$ cat src/rtl/shift_sequencer.sv
// shift_sequencer: sequences an external 4-bit universal shift register.
// A command is captured in IDLE, the register is parallel-loaded for one
// cycle, shifted for the saturated count (0..4) of cycles, then a one-cycle
// done pulse is emitted. Outputs other than cmd_ready are registered, so
// they follow the internal state by one cycle.
// Optional feature: define SHSEQ_ROTATE_EN to enable circular rotate, where
// the serial inputs are taken from the fed-back register contents.
module shift_sequencer (
  input  logic       clk,
  input  logic       clr,
  input  logic       cmd_valid,
  output logic       cmd_ready,
  input  logic [3:0] cmd_data,
  input  logic       cmd_dir,
  input  logic [2:0] cmd_count,
  input  logic       cmd_fill,
  input  logic       cmd_rot,
  input  logic [3:0] usr_out,
  output logic [3:0] parin,
  output logic [1:0] sel,
  output logic       sin_r,
  output logic       sin_l,
  output logic       busy,
  output logic       done
);

  localparam logic [1:0] IDLE  = 2'b00;
  localparam logic [1:0] LOAD  = 2'b01;
  localparam logic [1:0] SHIFT = 2'b10;
  localparam logic [1:0] DONE  = 2'b11;

  localparam logic [1:0] SEL_HOLD  = 2'b00;
  localparam logic [1:0] SEL_RIGHT = 2'b01;
  localparam logic [1:0] SEL_LEFT  = 2'b10;
  localparam logic [1:0] SEL_LOAD  = 2'b11;

  logic [1:0] state;
  logic [2:0] remain;
  logic [3:0] data_q;
  logic       dir_q;
  logic       fill_q;
  logic       ready_q;
  logic [3:0] parin_q;
  logic [1:0] sel_q;
  logic       sin_r_q;
  logic       sin_l_q;
  logic       busy_q;
  logic       done_q;

  // Ready is held off until the first edge after reset release, and drops
  // combinationally the moment clr rises.
  assign cmd_ready = (state == IDLE) && ready_q && !clr;

  // Sequencing FSM: capture the command, load, count shifts, complete.
  // NOTE: sequential state uses non-blocking assignments so every register
  // samples pre-edge values regardless of statement order.
  always_ff @(posedge clk or posedge clr) begin
    if (clr) begin
      state   <= IDLE;
      remain  <= 3'd0;
      data_q  <= 4'b0000;
      dir_q   <= 1'b0;
      fill_q  <= 1'b0;
      ready_q <= 1'b0;
    end else begin
      ready_q <= 1'b1;
      case (state)
        IDLE: begin
          if (cmd_valid && cmd_ready) begin
            data_q <= cmd_data;
            dir_q  <= cmd_dir;
            fill_q <= cmd_fill;
            remain <= (cmd_count > 3'd4) ? 3'd4 : cmd_count;
            state  <= LOAD;
          end
        end
        LOAD:    state <= (remain == 3'd0) ? DONE : SHIFT;
        SHIFT: begin
          remain <= remain - 3'd1;
          if (remain == 3'd1) state <= DONE;
        end
        default: state <= IDLE;
      endcase
    end
  end

  // Output registers decoded from the current state.
  always_ff @(posedge clk or posedge clr) begin
    if (clr) begin
      sel_q   <= SEL_HOLD;
      parin_q <= 4'b0000;
      sin_r_q <= 1'b0;
      sin_l_q <= 1'b0;
      busy_q  <= 1'b0;
      done_q  <= 1'b0;
    end else begin
      parin_q <= data_q;
      sin_r_q <= fill_q;
      sin_l_q <= fill_q;
      busy_q  <= (state != IDLE);
      done_q  <= (state == DONE);
      case (state)
        LOAD:    sel_q <= SEL_LOAD;
        SHIFT:   sel_q <= dir_q ? SEL_LEFT : SEL_RIGHT;
        default: sel_q <= SEL_HOLD;
      endcase
    end
  end

  assign parin = parin_q;
  assign sel   = sel_q;
  assign busy  = busy_q;
  assign done  = done_q;

`ifdef SHSEQ_ROTATE_EN
  logic rot_q;

  // Rotate flag captured alongside the other command fields.
  always_ff @(posedge clk or posedge clr) begin
    if (clr)                                             rot_q <= 1'b0;
    else if (state == IDLE && cmd_valid && cmd_ready)    rot_q <= cmd_rot;
  end

  // While rotating, the serial inputs must track the register bits shifting
  // out on every cycle, so they come straight from the feedback bus.
  assign sin_r = (rot_q && (sel_q == SEL_RIGHT || sel_q == SEL_LEFT)) ? usr_out[0] : sin_r_q;
  assign sin_l = (rot_q && (sel_q == SEL_RIGHT || sel_q == SEL_LEFT)) ? usr_out[3] : sin_l_q;
`else
  logic unused_rot;
  assign unused_rot = ^{cmd_rot, usr_out};
  assign sin_r = sin_r_q;
  assign sin_l = sin_l_q;
`endif

endmodule

$ cat config.mk
export PLATFORM = sky130hd
export DESIGN_NAME = shift_sequencer
export DESIGN_NICKNAME = d
export VERILOG_FILES = /design/src/rtl/shift_sequencer.sv
export SDC_FILE = /design/constraint.sdc
export NUM_CORES = 1
export LEC_CHECK = 0
export CORE_UTILIZATION = 46
export DETAILED_ROUTE_END_ITERATION = 6
export MAX_ROUTING_LAYER = met4
export PLACE_DENSITY = 0.89
export SETUP_SLACK_MARGIN = 0.02
export SYNTH_ARGS = -nofsm -noshare
export SYNTH_HDL_FRONTEND = slang
export SYNTH_SLANG_ARGS = --single-unit
$ cat constraint.sdc
create_clock -name clk -period 1.9 [get_ports clk]
set_clock_uncertainty 0.15 [all_clocks]
set_input_delay 0.38 -clock clk [delete_from_list [all_inputs] [get_ports clk]]
set_output_delay 0.38 -clock clk [all_outputs]
set_load 0.05 [all_outputs]
==> flow_summary.toml <==
[outcome]
run_status = "complete, no violations"

[die]
start_util_pct = 49.7
fp.dieH_um = 48.3
die_width_um = 48.3
row_count = 16
die-area_mm2 = 0.00233
io_pins = 28
design.core.area_mm2 = 0.00198

[clocking]
root_buffer = "clkbuf_4"
h-tree-depth = 1
insertion_delay_ps = 300
postCtsHoldBufs = 0
clk_transition_reported_paths_ps = 120
cts_made_buffers = 3
cts_buffer_depth = 2
cts_num_sinks = 21
tritoncts = "done"

[worst_setup_path]
worstPathRequired_ps = 1370
cp_max_fo = 3
criticalPathCategory = "in2out"
cp_data_arrival_time_ps = 1310
cp-start-kind = "primary input"
end_kind = "primary output"

[drt]
drtPass1Iterations = 3
avgViaCountPerCell = 5.01
wl_per_cell_um = 13.2
wl_met1_um = 697
top_layer = "met3"
wl_met2_um = 1010
drc = 0
first_iter_violations = 6
vias = 676
antenna_left = 0
route.met3.wl_um = 69
finalWirelength_um = 1780

[synth]
synth-seq-cells = 21
netlist.area_leader.share_pct = 53.4
synth_nets = 105
syn_inst = 80
yosys-top-cells-area = "dfrtp_1, ha_1, mux2_2, inv_1, a21oi_1"
yosysTopAreaCell = "dfrtp_1"
synth_cell_types = 30
synth_area_um2 = 985
yosysSeqAreaShare_pct = 53.4
syn_area_per_cell_um2 = 12.3
yosys_warnings = 0

[global_route]
grt_pass1_wl_um = 2790
antenna_found_initial = 0
grtUsageTotal_pct = 18.1
grt_pass1_vias = 655
grt_max_degree = 22
grt.overflow.total = 0

[sta]
clock.fmax_ghz = 0.542
timing.setup.tns_ps = 0
setup_viol_count_final = 0
finalHoldViolCount = 0
rsz0062_at_grt = "yes"
min_period_ps = 1840
min_period_over_period_pct = 97.1
holdWs_ps = 226
setup_slack_ps = 55.0
maxSlewViolCount = 0

[cells_and_area]
finalNetCount = 134
drive_above_1_share_pct = 33.3
final_common_cell = "dfrtp_1"
most-common-layout-cells = "dfrtp_1, buf_4, clkdlybuf4s50_1"
design_area_mm2 = 0.00128
antenna_cells = 0
areaGrowthSynthToFinish_pct = 30.5

[run]
maxCapViolCount = 0

[power]
p_sw_share_pct = 44.1
p_clk_share_pct = 9.0
ir_drop_mv = 0.950
switchingPower_mw = 1.00
power_frac_comb_pct = 57.7
p_seq_share_pct = 33.3
p_leak_nw = 0.607
total_power_mw = 2.27
p_per_area_mw_per_mm2 = 1770
internal_power_mw = 1.27

[place]
io_buffers = 22
place_ws_ps = -19.3
place_area_mm2 = 0.00124
place.gp.congestion = 0.813
dpl.hpwl_um = 1370

[hold_path]
worstHoldPathType = "reg2reg"
## registers in the layout (all words and copies together), names as in the netlist
signal	flops
done	1
remain	3
data_q	4
state	2
sin_l	1
dir_q	1
fill_q	1
busy	1
sel	2
parin	4
ready_q	1
## power groups by stage
stage	combinational (mW)	sequential [mW]	clock (mW)
finish	1.31	0.758	0.204
global route	1.42	0.791	0.227
CTS	1.31	0.758	0.214
detailed placement	1.24	0.778	0
global placement	1.20	0.760	0
floorplan	0.611	1.06	0
## metal layers
layer / GRT usage, % / vias up
li1: - / 331
met1: 20.0 / 328
met2: 33.6 / 17
met3: 4.44 / 0
met4: 1.67 / 0
met5: - / -
## per-stage QoR
stage	utilization (%)	cells
after floorplan	-	80
after global placement	62.4	130
after detailed placement	62.4	130
after CTS	64.8	135
after global routing	64.8	135
final	64.8	135
## cell families (layout without fill, tap and decap cells)
kind of cell               Yosys count  in the layout  synth area share [%]
AOI/OAI and AO/OA                   13             13                  8.89
xor gates and xnor gates             1              1                 0.890
adders and majority gates            8              8                  10.2
buffers and inverters               11             39                  4.83
DFF                                 21             21                  53.4
muxes                                9              9                  10.7
other                                1              1                 0.381
and+or+nand+nor                     16             16                  10.8
## final timing paths
kind                       slack, ps         to  cells past startpoint  startpoint
min                              230   parin[1]                      0   data_q[1]
max in group asynchronous       1050  data_q[1]                      3         clr
max reg2reg                       90   state[0]                      4    state[1]
max                               60  cmd_ready                      4         clr
min in group asynchronous        340     fill_q                      3         clr
min reg2reg                      230   parin[1]                      0   data_q[1]
## Yosys cell counts
cell,number
dfrtp_1,21
ha_1,8
inv_1,8
mux2_2,8
a21oi_1,3
a31oi_1,2
buf_2,2
nand2b_1,2
nand3b_1,2
nor2_1,2
nor2b_1,2
o22ai_1,2
a211oi_1,1
a211oi_2,1
a22oi_1,1
and3_1,1
and3b_4,1
buf_4,1
conb_1,1
mux2_4,1
nand2_1,1
nand2_4,1
nand3_1,1
nand4b_1,1
nor3_1,1
o211ai_1,1
o21a_1,1
o21ai_0,1
or3_1,1
xor2_1,1
## repair_timing
| action | 4_1_cts | 5_1_grt |
|---|---|---|
| gates resized for setup | 2 | 2 |
| hold endpoints to repair | 0 | 0 |
| buffers inserted | 1 | 0 |
| cloned | 0 | 0 |
| endpoints found under the setup margin | 1 | 2 |
## critical path, stage by stage
cell             delay (ps)
clkdlybuf4s50_1         490
inv_1                    60
and3_2                  230
buf_12                  150
## area by class of cell
cell class / count / area [µm²]
Sequential cell: 21 / 526
Inverter: 8 / 30.0
Timing Repair Buffer: 27 / 243
Clock inverter: 1 / 5.00
Fill cell: 145 / 697
Tap cell: 27 / 33.8
Multi-Input combinational cell: 48 / 425
Clock buffer: 3 / 22.5
(Power assumes the default switching activity.)
